===== src/rtl/mask_reduce.sv =====
// rtl/mask_reduce.sv - sequential multi-operand bitwise mask reducer (OR/AND/XOR/ANDN)
module mask_reduce #(
    parameter int N     = 4,
    parameter int CNT_W = 4
) (
    input  logic             clk,
    input  logic             rst,
    input  logic             start,
    input  logic [1:0]       op,
    input  logic [CNT_W-1:0] count,
    input  logic             in_valid,
    input  logic [N-1:0]     in_data,
    output logic             in_ready,
    output logic [N-1:0]     out_data,
    output logic             done,
    output logic             busy,
    output logic             err
);

    typedef enum logic [1:0] {
        IDLE  = 2'd0,
        LOAD  = 2'd1,
        ACCUM = 2'd2,
        DONE  = 2'd3
    } state_t;

    localparam logic [1:0] OP_OR  = 2'b00;
    localparam logic [1:0] OP_AND = 2'b01;
    localparam logic [1:0] OP_XOR = 2'b10;

    state_t           state;
    logic [1:0]       op_q;
    logic [CNT_W-1:0] count_q;
    logic [CNT_W-1:0] beat_cnt;
    logic [N-1:0]     acc;
    logic [N-1:0]     acc_next;
    logic             beat;
    logic             last_beat;

    function automatic logic [N-1:0] fold(input logic [1:0] f,
                                          input logic [N-1:0] a,
                                          input logic [N-1:0] b);
        case (f)
            OP_OR:   fold = a | b;
            OP_AND:  fold = a & b;
            OP_XOR:  fold = a ^ b;
            default: fold = a & ~b;
        endcase
    endfunction

    assign beat = in_valid & in_ready;

    // The first beat of a job seeds the accumulator regardless of the operation.
    always_comb begin
        acc_next = acc;
        if (state == LOAD)
            acc_next = in_data;
        else
            acc_next = fold(op_q, acc, in_data);
    end

    always_comb begin
        last_beat = 1'b0;
        if (beat) begin
            if (state == LOAD)
                last_beat = (count_q == CNT_W'(1));
            else
                last_beat = ((beat_cnt + CNT_W'(1)) == count_q);
        end
    end

    // out_data is loaded on the final beat edge so it is already valid in the DONE cycle.
    always_ff @(posedge clk or posedge rst) begin
        if (rst) begin
            state    <= IDLE;
            op_q     <= 2'b00;
            count_q  <= '0;
            beat_cnt <= '0;
            acc      <= '0;
            out_data <= '0;
            in_ready <= 1'b0;
            done     <= 1'b0;
            busy     <= 1'b0;
            err      <= 1'b0;
        end else begin
            done <= 1'b0;
            err  <= 1'b0;
            case (state)
                IDLE: begin
                    if (start) begin
                        if (count != '0) begin
                            op_q     <= op;
                            count_q  <= count;
                            beat_cnt <= '0;
                            busy     <= 1'b1;
                            in_ready <= 1'b1;
                            state    <= LOAD;
                        end else begin
                            err <= 1'b1;
                        end
                    end
                end
                LOAD, ACCUM: begin
                    if (beat) begin
                        acc      <= acc_next;
                        beat_cnt <= beat_cnt + CNT_W'(1);
                        if (last_beat) begin
                            out_data <= acc_next;
                            done     <= 1'b1;
                            in_ready <= 1'b0;
                            state    <= DONE;
                        end else if (state == LOAD) begin
                            state <= ACCUM;
                        end
                    end
                end
                DONE: begin
                    busy  <= 1'b0;
                    state <= IDLE;
                end
                default: begin
                    state <= IDLE;
                end
            endcase
        end
    end

endmodule


===== config.mk =====
export PLATFORM = sky130hd
export DESIGN_NAME = mask_reduce
export DESIGN_NICKNAME = d
export VERILOG_FILES = /design/src/rtl/mask_reduce.sv
export SDC_FILE = /design/constraint.sdc
export NUM_CORES = 1
export LEC_CHECK = 0
export ABC_CLOCK_PERIOD_IN_PS = 3100
export CORE_ASPECT_RATIO = 0.6
export CORE_MARGIN = 3
export CORE_UTILIZATION = 53
export CTS_BUF_LIST = sky130_fd_sc_hd__clkbuf_16
export CTS_CLUSTER_DIAMETER = 150
export DETAILED_ROUTE_END_ITERATION = 10
export GPL_TIMING_DRIVEN = 0
export PLACE_DENSITY = 0.79
export SLEW_MARGIN = 20
export SYNTH_ARGS = -nofsm -noshare
export SYNTH_HDL_FRONTEND = slang
export SYNTH_SLANG_ARGS = --single-unit

===== constraint.sdc =====
create_clock -name clk -period 3.1 [get_ports clk]
set_input_delay 0.93 -clock clk [delete_from_list [all_inputs] [get_ports clk]]
set_output_delay 0.93 -clock clk [all_outputs]
set_load 0.01 [all_outputs]

Word level (Yosys, flattened, before mapping)
Index checks and enable logic that the tools add are counted.
{"block": "word_totals", "in_bits": 14, "wordCells": 68, "out_inout_bits": 8, "register_bits": 24}
{"block": "op_classes", "n_addsub": 1, "eq_ne": 12, "bitwise_logic": 6, "n_mux": 26, "n_reduce_logical": 13}
{"operator": "$mux 4", "n": 4}
{"operator": "$mux 1", "n": 12}
{"operator": "$pmux 4 s3", "n": 1}
{"operator": "$mux 2", "n": 5}
{"operator": "$reduce_and 3->1", "n": 3}
{"operator": "$and 4x4->4", "n": 2}
{"operator": "$ne 2x2->1 const B", "n": 4}
{"operator": "$pmux 4 s2", "n": 1}
{"operator": "$reduce_and 4->1", "n": 2}
{"operator": "$eq 2x2->1 const B", "n": 3}
{"operator": "$pmux 2 s3", "n": 1}
{"operator": "$reduce_and 5->1", "n": 1}
{"operator": "$add 4x1->4 const B", "n": 1}
{"operator": "$eq 2x1->1 const B", "n": 2}
{"operator": "$eq 4x1->1 const B", "n": 1}
{"operator": "$eq 4x4->1", "n": 1}
{"operator": "$logic_not 2->1", "n": 2}
{"operator": "$not 4->4", "n": 1}
{"operator": "$or 4x4->4", "n": 1}
{"operator": "$pmux 1 s2", "n": 2}
{"operator": "$reduce_bool 2->1", "n": 2}
{"operator": "$reduce_bool 4->1", "n": 1}
{"operator": "$xor 4x4->4", "n": 1}
{"operator": "$ne 3x3->1 const B", "n": 1}
{"operator": "other kinds (3)", "n": 3}

Logic depth before layout (Yosys ltp)
{"block": "depth", "word_depth": 7, "mapped_depth": 7, "depth_no_buf": 7}

Least setup slack after synthesis
No wires, ideal clock.
{"block": "synth_path", "kind": "input to register", "startpoint": "in count[0]", "endpoint": "reg beat_cnt[1]", "n_path_buf": 0, "required_ps": 2979, "cell_stages": 5, "setup_time_ps": 121, "arrival_time_ps": 2091, "path_slack_ps": 889, "cell_sequence": "or4_1 -> a21boi_2 -> nor2_1 -> a22o_1 -> a22o_1"}
{"block": "synth_via", "elab_chain_cells": 3}
{"element": "from (decl)", "line": "10", "rtl": "input logic [CNT_W-1:0] count,"}
{"element": "$reduce_bool 4->1", "line": "91", "rtl": "if (count != '0) begin"}
{"element": "$ne 2x2->1 (no line)"}
{"element": "$reduce_and 4->1 (no line)"}
{"element": "to (signal assigned)", "line": "106", "rtl": "beat_cnt <= beat_cnt + CNT_W'(1);"}
{"element": "to (decl)", "line": "34", "rtl": "logic [CNT_W-1:0] beat_cnt;"}
No other way between the ends.
A chain may end at the register's enable or synchronous reset.

Final worst setup path
{"block": "layout_path", "startpoint": "in count[0]", "endpoint": "reg beat_cnt[0]"}
Same word-level chain as after synthesis.

==> impl_metrics.py <==
metrics = {
    "status": {
        "outcome": "finished, final reports clean",
    },
    "synth": {
        "synth_edf_count": 0,
        "ys_ff_latch": 24,
        "ys_async_sr_fraction_pct": 100.0,
        "synthFlopType": "dfrtp_1",
        "synth_area_um2": 1408,
        "postSynthAreaPerCell_um2": 9.261,
        "synth.yosys.warnings": 0,
        "syn_inst": 152,
        "synth_fp_nets": 174,
        "ys_types": 33,
        "synth-seq-area-share_pct": 42.67,
    },
    "floorplan": {
        "boundaryPins": 22,
        "die_w_um": 72.53,
        "rows": 13,
        "die_h_um": 45.92,
        "start_util_pct": 60.10,
        "core-area_um2": 2342,
        "dieArea_um2": 3331,
    },
    "timing": {
        "tightest_slew_ps": 904.8,
        "setup_viol": 0,
        "fin_crit_sh_pct": 85.42,
        "skew_ps": 7.098,
        "maxSlewHeadroom_pct": 39.61,
        "fin_crit_ps": 2648,
        "max_freq_ghz": 0.3776,
        "finalHoldViolCount": 0,
        "rsz0062_at_grt": "no",
        "tns_ps": 0,
        "slew_viol_final": 0,
    },
    "pwr": {
        "switching_share_pct": 19.72,
        "p_int_mw": 0.5054,
        "p_leak_nw": 0.7931,
        "power_density_nw_per_um2": 363.0,
        "power_frac_comb_pct": 6.1,
        "clkPwrFrac_pct": 44.2,
        "power_frac_seq_pct": 49.8,
        "power_switching_mw": 0.1241,
        "peakVddDrop_uv": 380.6,
    },
    "drt": {
        "post_drt_wl_per_cell_um": 14.99,
        "num_vias": 1200,
        "route.detailed.drc": 0,
        "dr.pass1.iters": 4,
        "drt_iter0_drc": 89,
        "wl_mm": 3.102,
        "antenna_left": 0,
        "viasPerCell": 5.797,
    },
    "final_layout": {
        "final_cell_area_um2": 1734,
        "layout-drive-gt1-share_pct": 10.17,
        "layout.nets": 200,
        "area_growth_syn_to_layout_pct": 23.20,
        "fin_util_pct": 74.04,
        "n_antenna_cell": 0,
    },
    "clocking": {
        "clock-sinks": 24,
        "cts_hold_buf": 0,
        "clock_latency_ps": 260,
        "post_cts_resized": 0,
        "cts_tree": "yes",
        "ctsLongestPathBuffers": 2,
        "htreeDepth": 1,
        "cts_root_buf": "clkbuf_16",
        "post_cts_buffers": 0,
        "numCtsBuffers": 3,
        "path_clk_slew_ps": 60,
    },
    "global_route": {
        "grt_use_total_pct": 21.62,
        "grt_pass1_wl_mm": 5.292,
        "grt_pass1_vias": 1125,
        "gr-total-overflow": 0,
        "grt_max_degree": 25,
        "antenna_found_initial": 0,
    },
    "placed_design": {
        "finalWeightedCongestion": 0.8515,
        "placed_area_um2": 1655,
        "port_buffers": 21,
        "hpwl_mm": 2.367,
    },
    "worst_setup_path": {
        "critical_path.max_fanout": 4,
        "cp-start-kind": "primary input",
        "worstSetupPathType": "in2reg",
        "arrival_ps": 2800,
        "critPathRequiredTime_ps": 3250,
        "critPathCaptureType": "flop",
    },
    "flow_run": {
        "drv_cap": 0,
    },
    "hold_path": {
        "hold_path_class": "reg2reg",
    },
}
[sequential cells by signal, summed over array words and instances (netlist names)]
| name | count |
|---|---|
| acc | 4 |
| beat_cnt | 4 |
| count_q | 4 |
| out_data | 4 |
| op_q | 2 |
| state | 2 |
| busy | 1 |
| done | 1 |
| err | 1 |
| in_ready | 1 |
[power groups by stage]
stage	Sequential, mW	Combinational (mW)	Clock, mW
detailed placement	0.319	0.0383	0
finish	0.313	0.0382	0.278
global placement	0.319	0.0362	0
CTS	0.313	0.0386	0.281
floorplan	0.319	0.0138	0
global route	0.313	0.0434	0.297
[cells by family (layout without fill, tap and decap cells)]
kind of cell             Yosys count  count (layout)  synth area share (%)
AND/OR/NAND/NOR                   47              47                 16.00
AO/OA/AOI/OAI                     38              38                 17.24
flip-flops                        24              24                 42.67
buffers and inverters             19              44                 5.067
multiplexers                      12              12                 9.422
adder cells (fa/ha/maj)            8               8                 7.111
XOR/XNOR                           4               4                 2.489
[placed cells by master (no fill, tap or decap)]
master / netlist / final
clkinv_1: 0 / 1
nand4b_2: 1 / 1
and4b_2: 1 / 1
inv_1: 16 / 16
nor3b_1: 1 / 1
nand3_2: 1 / 1
o221ai_1: 1 / 1
o32ai_1: 1 / 1
a221oi_1: 1 / 1
a21boi_2: 1 / 1
a21oi_1: 9 / 9
a31oi_1: 1 / 1
ha_1: 8 / 8
or3_1: 1 / 1
xor2_1: 1 / 1
clkdlybuf4s50_1: 0 / 21
xnor2_1: 3 / 3
clkbuf_16: 0 / 3
o31ai_1: 1 / 1
nor2b_1: 1 / 1
nand3_1: 4 / 4
dfrtp_1: 24 / 24
o22ai_1: 1 / 1
nor2_1: 13 / 13
or4_1: 1 / 1
mux2i_1: 2 / 2
nor4_1: 1 / 1
o21ai_0: 14 / 14
nor3_1: 3 / 3
a21bo_2: 1 / 1
nand2_1: 19 / 19
mux2_2: 10 / 10
a22o_1: 4 / 4
o32a_1: 1 / 1
clkbuf_1: 3 / 3
o211ai_1: 2 / 2
[worst max-delay path, stage by stage]
cell	delay, ps
clkdlybuf4s50_1	430
nor4_1	600
o21ai_0	260
nand3_1	230
o21ai_0	110
a22o_1	240
[per-layer routing]
layer,track usage [%],wire (um),vias to the layer above
met1,28.34,1423,570
li1,-,-,584
met2,34.59,1346,42
met4,4.779,27,0
met5,0,0,-
met3,7.930,304,4
[worst paths after layout]
kind                                   from     endpoint  depth (start not counted)  slack, ps
worst max-delay path               count[0]  beat_cnt[0]                          6        450
worst min-delay path            out_data[0]  out_data[0]                          1        500
worst max register to register     state[1]  out_data[3]                          6        720
worst min register to register  out_data[0]  out_data[0]                          1        500
max in group asynchronous               rst      op_q[1]                          2       1370
min in group asynchronous               rst     state[0]                          2       1170
[per-stage QoR]
stage,std cells,hold WS (ps),setup slack [ps],power [mW]
after detailed placement,203,496.9,182.2,0.3573
after global placement,203,485.0,283.7,0.3552
after CTS,207,509.4,448.6,0.6325
after global routing,207,538.8,226.3,0.6535
after floorplan,152,471.2,888.5,0.3328
final,207,504.4,452.0,0.6295
[cell usage after synthesis (all sizes together), types with 2 or more instances]
cell type,instances,area share (%)
dfrtp,24,43
nand2,19,5.1
inv,16,4.3
o21ai,14,5.0
nor2,13,3.5
mux2,10,8.0
a21oi,9,3.2
ha,8,7.1
nand3,5,2.1
a22o,4,2.5
clkbuf,3,0.80
nor3,3,1.1
xnor2,3,1.9
mux2i,2,1.4
o211ai,2,1.1
[final cells by class]
| type | instances | area (um^2) |
|---|---|---|
| inverter | 16 | 60.06 |
| fill | 176 | 608.1 |
| timing repair buffer | 21 | 210.2 |
| clock inverter | 1 | 3.754 |
| clock buffer | 3 | 75.07 |
| buffer | 3 | 11.26 |
| sequential | 24 | 600.6 |
| multi-input combinational | 109 | 735.7 |
| tap | 30 | 37.54 |
(Power assumes the default switching activity.)
